--- config.mk ---
export PLATFORM = sky130hd
export DESIGN_NAME = ysyx_22040750_booth_mul_iter_flat
export DESIGN_NICKNAME = d
export VERILOG_FILES = /design/src/rtl/ysyx_22040750_booth_mul_iter_pkg.sv /design/src/rtl/ysyx_22040750_booth_mul_iter_if.sv /design/src/rtl/ysyx_22040750_radix4_unit.sv /design/src/rtl/ysyx_22040750_booth_mul_iter.sv /design/src/flat_wrapper.sv
export SDC_FILE = /design/constraint.sdc
export NUM_CORES = 2
export LEC_CHECK = 0
export ABC_AREA = 1
export CAP_MARGIN = 20
export CORE_AREA = 2 2 268 270
export DETAILED_ROUTE_END_ITERATION = 8
export DIE_AREA = 0 0 270 272
export GPL_ROUTABILITY_DRIVEN = 0
export PLACE_DENSITY = 0.73
export SLEW_MARGIN = 40
export SYNTH_ARGS = -nofsm -noshare
export SYNTH_HDL_FRONTEND = slang
export SYNTH_HIERARCHICAL = 1
export SYNTH_SLANG_ARGS = --single-unit
--- constraint.sdc ---
create_clock -name clk -period 4.1 [get_ports clk]
set_clock_uncertainty 0.15 [all_clocks]
set_input_delay 0.82 -clock clk [delete_from_list [all_inputs] [get_ports clk]]
set_output_delay 0.82 -clock clk [all_outputs]
set_load 0.05 [all_outputs]
--- src/rtl/ysyx_22040750_booth_mul_iter_pkg.sv ---
// -----------------------------------------------------------------------------
// ysyx_22040750_mul_pkg
//   Shared types and constants for the iterative radix-4 Booth multiplier:
//   FSM state encoding, operand signedness encodings, Booth digit values and
//   the digit -> partial-product selector decode.
// -----------------------------------------------------------------------------
package ysyx_22040750_mul_pkg;

  typedef enum logic [1:0] {
    IDLE = 2'd0,
    BUSY = 2'd1,
    DONE = 2'd2
  } state_e;

  // sext_flag encodings: [1] = mul1 signed, [0] = mul2 signed.
  localparam logic [1:0] SEXT_UU = 2'b00;  // MULHU / MUL
  localparam logic [1:0] SEXT_SU = 2'b10;  // MULHSU
  localparam logic [1:0] SEXT_SS = 2'b11;  // MULH

  // Radix-4 Booth digits {b(2i+1), b(2i), b(2i-1)}.
  localparam logic [2:0] BOOTH_Z0  = 3'b000;  //  0
  localparam logic [2:0] BOOTH_P1A = 3'b001;  // +1
  localparam logic [2:0] BOOTH_P1B = 3'b010;  // +1
  localparam logic [2:0] BOOTH_P2  = 3'b011;  // +2
  localparam logic [2:0] BOOTH_N2  = 3'b100;  // -2
  localparam logic [2:0] BOOTH_N1A = 3'b101;  // -1
  localparam logic [2:0] BOOTH_N1B = 3'b110;  // -1
  localparam logic [2:0] BOOTH_Z1  = 3'b111;  //  0

  typedef enum logic [2:0] {
    PP_ZERO,
    PP_POS1,
    PP_POS2,
    PP_NEG1,
    PP_NEG2
  } pp_sel_e;

  function automatic pp_sel_e booth_decode(input logic [2:0] digit);
    pp_sel_e sel;
    case (digit)
      BOOTH_P1A, BOOTH_P1B: sel = PP_POS1;
      BOOTH_P2:             sel = PP_POS2;
      BOOTH_N2:             sel = PP_NEG2;
      BOOTH_N1A, BOOTH_N1B: sel = PP_NEG1;
      default:              sel = PP_ZERO;  // BOOTH_Z0, BOOTH_Z1
    endcase
    return sel;
  endfunction

endpackage

--- src/rtl/ysyx_22040750_booth_mul_iter_if.sv ---
// -----------------------------------------------------------------------------
// ysyx_22040750_booth_mul_iter_if
//   Operand/result handshake bundle for the iterative Booth multiplier.
//   master : operand producer + product consumer (the EXU side)
//   slave  : the multiplier
//   Signals: in_valid/in_ready/mul1/mul2/sext_flag (operand channel),
//            out_valid/out_ready/out_p (product channel), flush, busy.
// -----------------------------------------------------------------------------
interface ysyx_22040750_booth_mul_iter_if #(
  parameter int W = 64
) ();

  logic           in_valid;
  logic           in_ready;
  logic [W-1:0]   mul1;
  logic [W-1:0]   mul2;
  logic [1:0]     sext_flag;
  logic           flush;
  logic           out_valid;
  logic           out_ready;
  logic [2*W-1:0] out_p;
  logic           busy;

  modport master (
    output in_valid, mul1, mul2, sext_flag, flush, out_ready,
    input  in_ready, out_valid, out_p, busy
  );

  modport slave (
    input  in_valid, mul1, mul2, sext_flag, flush, out_ready,
    output in_ready, out_valid, out_p, busy
  );

endinterface

--- src/rtl/ysyx_22040750_radix4_unit.sv ---
// -----------------------------------------------------------------------------
// ysyx_22040750_radix4_unit
//   Combinational radix-4 Booth partial-product generator.
//   digit : 3-bit Booth digit {b(2i+1), b(2i), b(2i-1)}
//   mcand : multiplicand, already aligned to the current digit position
//   pp    : 0, +mcand, +2*mcand, or the one's complement of mcand / 2*mcand
//   neg   : +1 carry-in completing the two's-complement negation
// -----------------------------------------------------------------------------
module ysyx_22040750_radix4_unit
  import ysyx_22040750_mul_pkg::*;
#(
  parameter int WIDTH = 132
) (
  input  logic [2:0]       digit,
  input  logic [WIDTH-1:0] mcand,
  output logic [WIDTH-1:0] pp,
  output logic             neg
);

  logic [WIDTH-1:0] mcand_x2;

  assign mcand_x2 = {mcand[WIDTH-2:0], 1'b0};

  always_comb begin
    // NOTE: every output gets a default first, so no case arm can leave one
    // unassigned and infer a latch.
    pp  = '0;
    neg = 1'b0;
    unique case (booth_decode(digit))
      PP_POS1: pp = mcand;
      PP_POS2: pp = mcand_x2;
      PP_NEG1: begin
        pp  = ~mcand;
        neg = 1'b1;
      end
      PP_NEG2: begin
        pp  = ~mcand_x2;
        neg = 1'b1;
      end
      default: ;  // PP_ZERO keeps the defaults
    endcase
  end

endmodule

--- src/rtl/ysyx_22040750_booth_mul_iter.sv ---
// -----------------------------------------------------------------------------
// ysyx_22040750_booth_mul_iter
//   Iterative radix-4 Booth multiplier: retires two multiplier bits per cycle
//   and produces the full 2W-bit product of mul1 * mul2, each operand signed or
//   unsigned per sext_flag (covers MUL/MULH/MULHSU/MULHU).
//   Ports:
//     clk, rst   clock; synchronous active-high reset
//     bus.slave  in_valid/in_ready/mul1/mul2/sext_flag : operand handshake
//                out_valid/out_ready/out_p              : product handshake
//                flush : abort and drop any operation in flight
//                busy  : state != IDLE
//   Parameters:
//     W           operand width (even, >= 4)
//     EARLY_TERM  finish as soon as every remaining Booth digit is zero
// -----------------------------------------------------------------------------
module ysyx_22040750_booth_mul_iter
  import ysyx_22040750_mul_pkg::*;
#(
  parameter int W          = 64,
  parameter bit EARLY_TERM = 1'b1
) (
  input logic                         clk,
  input logic                         rst,
  ysyx_22040750_booth_mul_iter_if.slave bus
);

  localparam int AW  = 2 * W + 4;          // accumulator / multiplicand width
  localparam int M1W = W + 3;              // multiplier shift register width
  localparam int CW  = $clog2(W / 2 + 2);  // iteration counter width
  localparam logic [CW-1:0] LAST_CNT = CW'(W / 2);

  state_e state, state_next;

  logic [M1W-1:0] m1, m1_next;
  logic [AW-1:0]  m2, acc, acc_next, pp;
  logic           neg;
  logic [CW-1:0]  cnt;
  logic [2*W-1:0] out_p;

  logic in_ready, out_valid, busy;
  logic accept, out_fire, last_iter;

  // ---------------------------------------------------------------------------
  // Datapath combinational
  // ---------------------------------------------------------------------------
  ysyx_22040750_radix4_unit #(
    .WIDTH (AW)
  ) u_radix4 (
    .digit (m1[2:0]),
    .mcand (m2),
    .pp    (pp),
    .neg   (neg)
  );

  // Sums wrap modulo 2^AW; the two guard digits above 2W absorb the sign
  // extension, so the low 2W bits are exact for every signedness mix.
  assign acc_next = acc + pp + AW'(neg);
  assign m1_next  = m1 >> 2;

  // Early exit once the shifted-out multiplier holds no non-zero digit:
  // m1_next == 0 makes every remaining digit 3'b000.
  assign last_iter = (cnt == LAST_CNT) || (EARLY_TERM && (m1_next == '0));

  assign accept   = bus.in_valid && in_ready && !bus.flush;
  assign out_fire = out_valid && bus.out_ready;

  // ---------------------------------------------------------------------------
  // FSM: state register
  // ---------------------------------------------------------------------------
  // NOTE: clocked state uses non-blocking assignments so every flop samples
  // the pre-edge values of the others, independent of block ordering.
  always_ff @(posedge clk) begin
    if (rst) state <= IDLE;
    else     state <= state_next;
  end

  // ---------------------------------------------------------------------------
  // FSM: next-state logic (flush overrides accept and the out handshake)
  // ---------------------------------------------------------------------------
  always_comb begin
    state_next = state;
    if (bus.flush) begin
      state_next = IDLE;
    end else begin
      unique case (state)
        IDLE:    if (accept)    state_next = BUSY;
        BUSY:    if (last_iter) state_next = DONE;
        DONE:    if (out_fire)  state_next = IDLE;
        default:                state_next = IDLE;
      endcase
    end
  end

  // ---------------------------------------------------------------------------
  // FSM: outputs (all decoded from the registered state)
  // ---------------------------------------------------------------------------
  always_comb begin
    in_ready  = (state == IDLE);
    out_valid = (state == DONE);
    busy      = (state != IDLE);
  end

  // ---------------------------------------------------------------------------
  // Datapath registers
  // ---------------------------------------------------------------------------
  always_ff @(posedge clk) begin
    if (rst) begin
      m1    <= '0;
      m2    <= '0;
      acc   <= '0;
      cnt   <= '0;
      out_p <= '0;
    end else if (accept) begin
      // Two copies of the multiplier sign give W/2+1 digits, enough to cover
      // an unsigned W-bit operand; the trailing 0 is b(-1).
      m1  <= {{2{bus.mul1[W-1] & bus.sext_flag[1]}}, bus.mul1, 1'b0};
      m2  <= {{(W + 4){bus.mul2[W-1] & bus.sext_flag[0]}}, bus.mul2};
      acc <= '0;
      cnt <= '0;
    end else if ((state == BUSY) && !bus.flush) begin
      m1  <= m1_next;
      m2  <= m2 << 2;
      acc <= acc_next;
      cnt <= cnt + 1'b1;
      if (last_iter) out_p <= acc_next[2*W-1:0];
    end
  end

  assign bus.in_ready  = in_ready;
  assign bus.out_valid = out_valid;
  assign bus.busy      = busy;
  assign bus.out_p     = out_p;

endmodule
--- src/flat_wrapper.sv ---
// flat-port wrapper written by rule: the top's interface ports become plain ports
module ysyx_22040750_booth_mul_iter_flat import ysyx_22040750_mul_pkg::*;
#(
  parameter int W          = 64,
  parameter bit EARLY_TERM = 1'b1
)
  (clk, rst, bus_in_valid, bus_mul1, bus_mul2, bus_sext_flag, bus_flush, bus_out_ready, bus_in_ready, bus_out_valid, bus_out_p, bus_busy);
  ysyx_22040750_booth_mul_iter_if #(.W(W)) bus_i ();
  input logic clk;
  input logic rst;
  input wire logic [$bits(bus_i.in_valid)-1:0] bus_in_valid;
  input wire logic [$bits(bus_i.mul1)-1:0] bus_mul1;
  input wire logic [$bits(bus_i.mul2)-1:0] bus_mul2;
  input wire logic [$bits(bus_i.sext_flag)-1:0] bus_sext_flag;
  input wire logic [$bits(bus_i.flush)-1:0] bus_flush;
  input wire logic [$bits(bus_i.out_ready)-1:0] bus_out_ready;
  output wire logic [$bits(bus_i.in_ready)-1:0] bus_in_ready;
  output wire logic [$bits(bus_i.out_valid)-1:0] bus_out_valid;
  output wire logic [$bits(bus_i.out_p)-1:0] bus_out_p;
  output wire logic [$bits(bus_i.busy)-1:0] bus_busy;
  assign bus_i.in_valid = bus_in_valid;
  assign bus_i.mul1 = bus_mul1;
  assign bus_i.mul2 = bus_mul2;
  assign bus_i.sext_flag = bus_sext_flag;
  assign bus_i.flush = bus_flush;
  assign bus_i.out_ready = bus_out_ready;
  assign bus_in_ready = bus_i.in_ready;
  assign bus_out_valid = bus_i.out_valid;
  assign bus_out_p = bus_i.out_p;
  assign bus_busy = bus_i.busy;
  ysyx_22040750_booth_mul_iter #(.W(W), .EARLY_TERM(EARLY_TERM)) u_core (.clk(clk), .rst(rst), .bus(bus_i));
endmodule
==> metrics <==
WL/cell=17.0 um; Hold Crit Class=flip-flop to flip-flop; R2R cell count=20; reg2reg end=u_core/bus.out_p[65]; Root Buffer=clkbuf_16; Core Area=slightly above 0.07 mm2; via count=42800; Critical path origin=u_core/m1[1]; post-cts resize count=0; # IOs=266; final WL=between 100000 and 150000 um; crit path max fanout=42; pin count of the biggest net entering global routing=approximately 140; cts hold-fix bufs=0; CP Capture Type=flip-flop; kind of critical path=flip-flop to flip-flop; Layout area overhead=18.8%; hold path endpoint=u_core/bus.out_p[2]; drt first pass iters=9; most frequent CP cell=nand2_1; first-pass GRT wire length=210000 um; area of the multi-input gates=0.0214 mm2; Worst-Skew Late Latency=0.69 ns; outcome=finished, final reports clean; Global Route Usage Sum=35.8%; Vias/cell=5.33; Syn. warnings=6; Antenna Cells=0; Startpoint Class=flip-flop; CP arrival=approximately 4.3 ns; total power=around 12 mW; Fin. Hold Viols=0; ratio of cells with drive above 1 in the final layout=5.77%; syn avg cell area=around 5.5 um2; H-tree depth=2; antenna violations before repair=0; clock sink count=~460; DR iter-0 viols=5397; Syn Inst Count=6724; slowest cell on the critical path=dfxtp_2; max-cap check violation count=0; port buffer count=265; die area=roughly 0.073 mm2; DRT antenna net count=0; Setup Buffers After CTS=0; Fmax achieved=~260 MHz; max-slew violations=0; Syn Nets=6989; Max clock buf depth=3; Die Width=~270 um; DRC=0; global route overflow=0; fillcell total=7004; row cnt=98; Layout Utilization=between 60% and 70%; min-delay src=u_core/bus.out_p[2]; Setup violations, final=0; Worst R2R Start=u_core/m1[1]; min Tclk post-route=3.90 ns; cts bufs inserted=52; initial core utilization=52.2%; Bufs and invs on worst path=3; vias in the first global route=38200; Die Y=272 um; delay-heaviest family, CP=simple AND/OR/NAND/NOR gates; CTS tree=yes; Slew HR=44.4%; worst-margin pin slew=0.834 ns; placed insts=7938; final net count=about 7300; non-filler cells, final=8034; crit path cell chain=buf_4 > nand3_4 > buf_12 > nand3_1 > nand2_1 > nand2_1 > ha_1 > nand2_1 > nor2_1 > nand3_1 > nand3_1 > nand2_1 > nand2_1 > nand2_1 > nand2_1 > nand3_1 > nand3_1 > nand3_1 > nand2_1 > inv_1; Worst-path clk slew=0.06 ns; dpl hpwl=103000 um; Critical Path RT=4.48 ns; crit-path max cell delay=roughly 0.37 ns; Worst Hold Depth=2; Cell Pwr Density=266 mW/mm2; Final Cycle Share=95.2%; Worst R2R Setup Slack=0.20 ns; P_leak=24.0 nW; IR drop worst, VDD=0.314 mV; Cell Area, Synth=around 0.037 mm2; Storage cell area=0.00918 mm2
==> worst max path at each step <==
| stage | slack [ns] | endpoint | depth (start not counted) |
|---|---|---|---|
| 3_5_place_dp | 0.16 | u_core/acc[96] | 23 |
| 3_3_place_gp | 0.21 | u_core/bus.out_p[96] | 23 |
| 5_1_grt | -0.003 | u_core/bus.out_p[122] | 24 |
| 2_1_floorplan | 0.69 | u_core/bus.out_p[60] | 23 |
| 4_1_cts | 0.06 | u_core/bus.out_p[96] | 23 |
| 6_report | 0.20 | u_core/bus.out_p[65] | 20 |
==> worst reg2reg max path, cell delays in order (launching register included) <==
cell	delay (ns)
dfxtp_2	0.37
buf_4	0.16
nand3_4	0.13
buf_12	0.23
nand3_1	0.14
nand2_1	0.09
nand2_1	0.06
ha_1	0.36
nand2_1	0.12
nor2_1	0.27
nand3_1	0.14
nand3_1	0.20
nand2_1	0.07
nand2_1	0.16
nand2_1	0.08
nand2_1	0.24
nand3_1	0.16
nand3_1	0.12
nand3_1	0.30
nand2_1	0.17
inv_1	0.05
==> per-layer routing <==
layer | wire (um) | vias to the layer above | global-route usage, %
met5 | 0 | - | 0
met2 | 55500 | 2268 | 53.1
met3 | 17400 | 346 | 8.67
met4 | 6700 | 0 | 15.6
met1 | 56900 | 19100 | 49.2
li1 | - | 21100 | -
==> layout make-up <==
class,count,share of cell area [%]
clock buffer,66,3.20
clock inverter,29,0.836
inverter,1383,11.8
multi-input combinational,4606,48.8
sequential,458,20.9
tap,950,2.71
timing repair buffer,542,11.7
==> flip-flops by register name, indices dropped and copies added, names as in the netlist <==
name and cells:
u_core/acc 128, u_core/bus.out_p 128, u_core/cnt 6, u_core/m1 66, u_core/m2 128, u_core/state 2
==> report_power, final <==
part           switching [mW]  leakage (nW)  internal (mW)
registers               0.158          3.72           4.59
logic                    1.23          19.4          0.773
clock network            2.17         0.855           2.77
total                    3.55          24.0           8.13
==> per-stage QoR <==
step,area [um2],worst slack [ns],TNS [ns],hold WS [ns]
floorplan,36900,0.695,0,0.291
global placement,42000,0.206,0,0.305
detailed placement,42000,0.157,0,0.308
CTS,43700,0.0599,0,0.316
global route,43900,-0.00276,-0.00276,0.341
finish,43900,0.196,0,0.317
==> placed cells by master (no fill, tap or decap), types with 6 or more instances in the layout <==
master and n:
a221oi_1 50, buf_6 7, o21ai_0 223, nand2_1 2416, nand4_1 24, nand3_1 632, o211ai_1 16, dfxtp_1 455
inv_1 1375, xnor2_1 18, o21bai_1 49, xor2_1 45, ha_1 127, buf_4 242, a31oi_1 75, clkbuf_8 6
nor3_1 39, a21oi_1 213, clkbuf_16 52, nor2_1 553, nor3_2 7, buf_12 26, clkinv_2 12, clkbuf_1 9
nor4_1 14, clkdlybuf4s50_1 264, o21a_1 65
Note: power is estimated with default switching activity, not from simulation.
